`config.mk`:
```
export PLATFORM = sky130hd
export DESIGN_NAME = mc_controller_flat
export DESIGN_NICKNAME = d
export VERILOG_FILES = /design/src/rtl/mc_ctrl_if.sv /design/src/rtl/mc_controller.sv /design/src/flat_wrapper.sv
export SDC_FILE = /design/constraint.sdc
export NUM_CORES = 1
export LEC_CHECK = 0
export CAP_MARGIN = 30
export CORE_ASPECT_RATIO = 1.1
export CORE_MARGIN = 2
export CORE_UTILIZATION = 40
export CTS_CLUSTER_SIZE = 10
export DETAILED_ROUTE_END_ITERATION = 8
export PLACE_DENSITY = 0.76
export SETUP_SLACK_MARGIN = 0.1
export SLEW_MARGIN = 20
export SYNTH_ARGS = -nofsm -noshare
export SYNTH_HDL_FRONTEND = slang
export SYNTH_SLANG_ARGS = --single-unit
```
`constraint.sdc`:
```
create_clock -name clk -period 3.4 [get_ports clk]
set_input_delay 0.85 -clock clk [delete_from_list [all_inputs] [get_ports clk]]
set_output_delay 0.85 -clock clk [all_outputs]
set_load 0.05 [all_outputs]
```
`src/rtl/mc_ctrl_if.sv`:
```
// Control/status bundle between the multicycle main controller and the datapath/memory.
interface mc_ctrl_if #(
    parameter int unsigned CNT_W = 32
);
    logic [6:0]       opcode;
    logic             zero;
    logic             mem_ready;
    logic             mem_req;
    logic             iord;
    logic             memwrite;
    logic             irwrite;
    logic             pcwrite;
    logic             pcsrc;
    logic             alusrca;
    logic [1:0]       alusrcb;
    logic [1:0]       aluop;
    logic             regwrite;
    logic             memtoreg;
    logic             halt;
    logic [CNT_W-1:0] instret;

    modport master (
        input  opcode, zero, mem_ready,
        output mem_req, iord, memwrite, irwrite, pcwrite, pcsrc, alusrca, alusrcb, aluop,
               regwrite, memtoreg, halt, instret
    );

    modport slave (
        output opcode, zero, mem_ready,
        input  mem_req, iord, memwrite, irwrite, pcwrite, pcsrc, alusrca, alusrcb, aluop,
               regwrite, memtoreg, halt, instret
    );
endinterface

```
`src/rtl/mc_controller.sv`:
```
// Multicycle main controller: sequences fetch/decode/execute/memory/writeback for the RV64
// subset core and counts retired instructions.
module mc_controller #(
    parameter int unsigned CNT_W = 32
) (
    input  logic        clk,
    input  logic        reset,
    mc_ctrl_if.master   bus
);
    typedef enum logic [3:0] {
        StIdle, StFetch, StDecode, StMemAdr, StMemRd, StMemWb,
        StMemWr, StExecR, StExecI, StAluWb, StBranch, StHalt
    } state_e;

    localparam logic [6:0] OpLoad   = 7'b0000011;
    localparam logic [6:0] OpStore  = 7'b0100011;
    localparam logic [6:0] OpRType  = 7'b0110011;
    localparam logic [6:0] OpIType  = 7'b0010011;
    localparam logic [6:0] OpBranch = 7'b1100011;

    state_e           state_q, state_d;
    logic [CNT_W-1:0] instret_q, instret_d;
    logic             retire;

    always_ff @(posedge clk or negedge reset) begin
        if (!reset) begin
            state_q   <= StIdle;
            instret_q <= '0;
        end else begin
            state_q   <= state_d;
            instret_q <= instret_d;
        end
    end

    always_comb begin
        state_d          = state_q;
        retire           = 1'b0;
        bus.mem_req      = 1'b0;
        bus.iord         = 1'b0;
        bus.memwrite     = 1'b0;
        bus.irwrite      = 1'b0;
        bus.pcwrite      = 1'b0;
        bus.pcsrc        = 1'b0;
        bus.alusrca      = 1'b0;
        bus.alusrcb      = 2'b00;
        bus.aluop        = 2'b00;
        bus.regwrite     = 1'b0;
        bus.memtoreg     = 1'b0;
        bus.halt         = 1'b0;
        unique case (state_q)
            StIdle: state_d = StFetch;
            StFetch: begin
                bus.mem_req = 1'b1;
                bus.alusrcb = 2'b01;
                // IR/PC load is Mealy on mem_ready so the fetch retires in its ready cycle.
                if (bus.mem_ready) begin
                    bus.irwrite = 1'b1;
                    bus.pcwrite = 1'b1;
                    state_d     = StDecode;
                end
            end
            StDecode: begin
                bus.alusrcb = 2'b10;
                case (bus.opcode)
                    OpLoad, OpStore: state_d = StMemAdr;
                    OpRType:         state_d = StExecR;
                    OpIType:         state_d = StExecI;
                    OpBranch:        state_d = StBranch;
                    default:         state_d = StHalt;
                endcase
            end
            StMemAdr: begin
                bus.alusrca = 1'b1;
                bus.alusrcb = 2'b10;
                state_d     = bus.opcode[5] ? StMemWr : StMemRd;
            end
            StMemRd: begin
                bus.mem_req = 1'b1;
                bus.iord    = 1'b1;
                if (bus.mem_ready) state_d = StMemWb;
            end
            StMemWb: begin
                bus.regwrite = 1'b1;
                bus.memtoreg = 1'b1;
                retire       = 1'b1;
                state_d      = StFetch;
            end
            StMemWr: begin
                bus.mem_req  = 1'b1;
                bus.iord     = 1'b1;
                bus.memwrite = 1'b1;
                if (bus.mem_ready) begin
                    retire  = 1'b1;
                    state_d = StFetch;
                end
            end
            StExecR: begin
                bus.alusrca = 1'b1;
                bus.aluop   = 2'b10;
                state_d     = StAluWb;
            end
            StExecI: begin
                bus.alusrca = 1'b1;
                bus.alusrcb = 2'b10;
                bus.aluop   = 2'b11;
                state_d     = StAluWb;
            end
            StAluWb: begin
                bus.regwrite = 1'b1;
                retire       = 1'b1;
                state_d      = StFetch;
            end
            StBranch: begin
                bus.alusrca = 1'b1;
                bus.aluop   = 2'b01;
                bus.pcsrc   = 1'b1;
                bus.pcwrite = bus.zero;
                retire      = 1'b1;
                state_d     = StFetch;
            end
            StHalt: bus.halt = 1'b1;
            default: state_d = StIdle;
        endcase
    end

    assign instret_d   = retire ? instret_q + 1'b1 : instret_q;
    assign bus.instret = instret_q;
endmodule

```
`src/flat_wrapper.sv`:
```
// flat-port wrapper written by rule: the top's interface ports become plain ports
module mc_controller_flat 
#(
    parameter int unsigned CNT_W = 32
)
  (clk, reset, bus_opcode, bus_zero, bus_mem_ready, bus_mem_req, bus_iord, bus_memwrite, bus_irwrite, bus_pcwrite, bus_pcsrc, bus_alusrca, bus_alusrcb, bus_aluop, bus_regwrite, bus_memtoreg, bus_halt, bus_instret);
  mc_ctrl_if #(.CNT_W(CNT_W)) bus_i ();
  input  logic clk;
  input  logic reset;
  input wire logic [$bits(bus_i.opcode)-1:0] bus_opcode;
  input wire logic [$bits(bus_i.zero)-1:0] bus_zero;
  input wire logic [$bits(bus_i.mem_ready)-1:0] bus_mem_ready;
  output wire logic [$bits(bus_i.mem_req)-1:0] bus_mem_req;
  output wire logic [$bits(bus_i.iord)-1:0] bus_iord;
  output wire logic [$bits(bus_i.memwrite)-1:0] bus_memwrite;
  output wire logic [$bits(bus_i.irwrite)-1:0] bus_irwrite;
  output wire logic [$bits(bus_i.pcwrite)-1:0] bus_pcwrite;
  output wire logic [$bits(bus_i.pcsrc)-1:0] bus_pcsrc;
  output wire logic [$bits(bus_i.alusrca)-1:0] bus_alusrca;
  output wire logic [$bits(bus_i.alusrcb)-1:0] bus_alusrcb;
  output wire logic [$bits(bus_i.aluop)-1:0] bus_aluop;
  output wire logic [$bits(bus_i.regwrite)-1:0] bus_regwrite;
  output wire logic [$bits(bus_i.memtoreg)-1:0] bus_memtoreg;
  output wire logic [$bits(bus_i.halt)-1:0] bus_halt;
  output wire logic [$bits(bus_i.instret)-1:0] bus_instret;
  assign bus_i.opcode = bus_opcode;
  assign bus_i.zero = bus_zero;
  assign bus_i.mem_ready = bus_mem_ready;
  assign bus_mem_req = bus_i.mem_req;
  assign bus_iord = bus_i.iord;
  assign bus_memwrite = bus_i.memwrite;
  assign bus_irwrite = bus_i.irwrite;
  assign bus_pcwrite = bus_i.pcwrite;
  assign bus_pcsrc = bus_i.pcsrc;
  assign bus_alusrca = bus_i.alusrca;
  assign bus_alusrcb = bus_i.alusrcb;
  assign bus_aluop = bus_i.aluop;
  assign bus_regwrite = bus_i.regwrite;
  assign bus_memtoreg = bus_i.memtoreg;
  assign bus_halt = bus_i.halt;
  assign bus_instret = bus_i.instret;
  mc_controller #(.CNT_W(CNT_W)) u_core (.clk(clk), .reset(reset), .bus(bus_i));
endmodule
```
==> summary by stage <==
Logic synthesis
The summed instance area of the synthesized netlist is 2110 um^2. Counting flops with a built-in enable in the synthesized netlist gives 0. Summing the areas of all and, or, nand and nor instances in the mapped netlist gives 31.61% of the synthesized area.

The post-synthesis cell type with the largest combined area is dfrtp_1. The adder-cell area share of the yosys netlist is 0.5931%. In the post-synthesis netlist, the biggest area contributors are dfrtp_1 (43%), xor2_1 (8.7%), nor4_2 (7.7%), xnor2_1 (5.0%), nand2_1 (3.9%).

The share of synthesized area in the top cell type comes to 42.70%. In the synthesized netlist, the number of instances is 215. The count of warnings emitted by yosys is 0.

The synthesized area per cell is 9.812 um^2. For this run, the register share of the synthesized area comes to 42.70%. After synthesis, the largest family of logic cells by area is simple AND/OR/NAND/NOR gates. The multiplexer share of the synthesized area is 0.4745%. Counting every net in the synthesized netlist gives 227. The synthesized netlist devotes 13.70% of its cell area to XOR and XNOR gates.

The number of distinct library cells after synthesis is 40. The most used flip-flop cell after synthesis is dfrtp_1. The synthesis-stage register bit count is 36. Counting flops with an async set or reset pin after synthesis yields a share of 100.0%. Summing the areas of all compound-gate instances in the mapped netlist gives 6.821% of the synthesized area.

Cells and area
The fraction of layout cells with a size suffix above 1 is 11.40%. The multi-input combinational cell area is 1132 um^2. 0 antenna diodes ended up in the layout. The final net count is 283.

The top cell types in the final layout, fill and taps aside, are clkdlybuf4s50_1 (53), dfrtp_1 (36), nand2_1 (22), xor2_1 (21), nor4_2 (13). The layout-stage area growth over the synthesis result is 34.52%. The area taken by flip-flops and latches is 900.9 um^2.

Once layout is complete, the utilization of the core stands at 56.38%. The number of filler instances in the final layout is 450. The commonest non-fill, non-tap cell in the layout is clkdlybuf4s50_1.

Outcome
The flow ran to the end, and the final reports show no timing, DRC or antenna violations.

Floorplanning
The core region is 5034 um^2. Row generation in the floorplan step produced 27 rows. The number of top-level design ports is 57.

The initial core utilization is 41.91%. The full die area is 5871 um^2. The die is 73.24 um wide. From bottom edge to top edge, the die measures 80.17 um.

CTS
In this run the number of H-tree levels came out at 2. The CTS tree is built. The clock network latency to the later pin of the worst-skew pair is 290 ps.

Clock-pin slew was measured on the worst setup and hold paths at 70 ps. The number of clock buffers inserted by TritonCTS is 5. The clock passes through at most 2 buffers. The clock sink count is 36. The tree is rooted in a clkbuf_8.

The number of setup buffers added after CTS is 0.

Place
Before CTS, the worst setup slack after placement is 530.3 ps. Summed over all nets, the half-perimeter wirelength after detailed placement is 3488 um. During placement, the flow inserted port buffers numbering 56. The final RePlAce weighted congestion is 0.8280.

Global routing
The via count of the first global-routing pass is 1798. The all-layer global routing usage is 17.76%. The initial antenna violation count came to 0. The overall overflow remaining after global route is 0. The first-pass GRT wire length is 8245 um. The pin count of the biggest net entering global routing is 37.

Power and ir drop
For this design the ratio of total power to cell area is 630.7 nW/um^2. For this design the static power due to leakage is 1.243 nW. Of the total power, the share spent switching nets is 46.69%. The sequential group share of total power is 31.6%. The portion of total power attributed to the clock network is 17.3%. The power consumption is 1.790 mW. Combinational logic burns 51.0% of the power. The internal portion of the total power is 0.9541 mW.

The worst vdd rail ir drop is 0.0007117 V. In this run the power spent charging and discharging nets is 0.8355 mW.

Detailed routing
Across all layers, the routed design uses 1812 vias. For this run, design rule violations remaining after detail routing come to 0. The first-pass detailed-route iteration total is 4. In the routed layout, each cell is associated on average with a via count of 5.491. After detailed routing, the average wire length per cell comes to 14.58 um. For this block, the initial DRC count from the detailed router was 128. The post-detailed-routing wire length is 4813 um.

The detail route stage leaves a number of antenna-violating nets equal to 0.

Worst setup path
Across all register-to-register paths, the minimum setup slack is 1370 ps. In this run the critical register-to-register path is launched from u_core.state_q[0]. Of all nets on the critical path, the largest fanout is 14. On the worst path, the slowest cell contributes a delay of 700 ps. The launching element of the worst setup path is u_core.state_q[3]. The endpoint identified for the worst register-to-register timing path is u_core.bus.instret[10]. Data arrives at the worst endpoint at 2190 ps. For this design, the slowest cell found on the critical path is clkdlybuf4s50_1. The worst setup path is launched from a flop. The signal on the critical path passes through nand2b_1 -> nor2_1 -> or2_2 -> clkdlybuf4s50_1. The worst setup path is of the flop to primary output kind.

For the worst setup path, the data required time is 2550 ps. The type of element capturing the critical path is a primary output. In this run the worst setup path terminates at bus_mem_req.

The depth of the worst register-to-register path is 6.

STA
Setup repair after global routing left no endpoint under its margin. The remaining max-slew budget at the tightest pin is 64.18%. The maximum frequency from static timing analysis is 329.0 MHz.

The final critical-path setup slack is 360.1 ps. The total negative slack for setup checks is 0 ps. The final-report max-slew violation count came to 0.

The number of endpoints with negative hold slack in the final report came to 0. The final critical path takes up 89.41% of the cycle. Counting I/O delays and the setup requirement, the final critical path takes 3040 ps. For the pin with the worst max-slew slack, the measured transition is 535.6 ps. Between clock sinks in the finished design, the worst skew comes to 7.601 ps. The total setup violations reported at the end of the flow is 0.

Job
The reported max-cap violation count is 0.

Min path
The path category of the worst min-delay check is flop to flop.
## worst max-delay path, delay by kind of cell (launching register included)
kind	cells	cell delay, ps
AND/OR/NAND/NOR	3	580
buffers and inverters	1	700
flip-flops	1	600
## repair_timing
action / CTS / global route
endpoints found under the setup margin: 0 / 1
gates resized for setup: 0 / 1
hold buffers: 0 / 0
## power by group through the flow
stage                     Combinational, mW  Sequential, mW  Clock (mW)
after floorplan                       0.604           0.601           0
final                                 0.913           0.566       0.310
after global routing                  0.974           0.578       0.346
after CTS                             0.918           0.565       0.321
after global placement                0.909           0.571           0
after detailed placement              0.914           0.572           0
## kinds of logic (layout without fill, tap and decap cells)
group | count (synthesis) | count (layout)
flip-flops | 36 | 36
multiplexers | 1 | 1
buffers and inverters | 17 | 74
AO/OA/AOI/OAI | 19 | 19
adder cells (fa/ha/maj) | 1 | 1
XOR/XNOR | 33 | 33
AND/OR/NAND/NOR | 108 | 108
## cells in the mapped netlist, types with 4 or more instances
master    count
nor2b_1       4
and4_1        4
clkbuf_1      6
and3_1        6
inv_1         5
nor4_1        4
nand4_1      10
nor4_2       13
nand3_1      12
nor3_1        8
nand2_1      22
xor2_1       21
dfrtp_1      36
and2_1        5
xnor2_1      12
nor2_1       12
## worst min-delay path by stage
| stage | from | to | slack (ps) | cells after the start |
|---|---|---|---|---|
| CTS | u_core.bus.instret[31] | u_core.bus.instret[31] | 480 | 1 |
| detailed placement | u_core.bus.instret[31] | u_core.bus.instret[31] | 460 | 1 |
| finish | u_core.bus.instret[31] | u_core.bus.instret[31] | 470 | 1 |
| floorplan | reset | u_core.bus.instret[0] | 550 | 0 |
| global placement | u_core.bus.instret[31] | u_core.bus.instret[31] | 460 | 1 |
| global route | u_core.bus.instret[31] | u_core.bus.instret[31] | 490 | 1 |
## metrics by stage
stage               std cells  hold WS [ps]  cell area [um^2]
global route              330         492.5              2838
floorplan                 215         554.4              2110
global placement          322         459.5              2743
CTS                       330         475.9              2835
finish                    330         471.3              2838
detailed placement        322         460.2              2743
## area by class of cell
type / count / share of cell area, %
multi-input combinational: 162 / 39.90
timing repair buffer: 61 / 21.87
clock inverter: 2 / 0.3527
tap: 58 / 2.557
sequential: 36 / 31.75
inverter: 5 / 0.6614
clock buffer: 6 / 2.910
## sequential cells by signal, summed over array words and instances, names as in the netlist
register / cells
u_core.bus.instret: 32
u_core.state_q: 4
## layer usage
| metal | vias up | track usage (%) | wire length, um |
|---|---|---|---|
| met2 | 55 | 30.09 | 2412 |
| met1 | 862 | 21.38 | 2034 |
| met4 | 0 | 6.481 | 76 |
| met3 | 7 | 4.642 | 291 |
| li1 | 888 | - | - |
| met5 | - | 0 | 0 |
(Power assumes the default switching activity.)
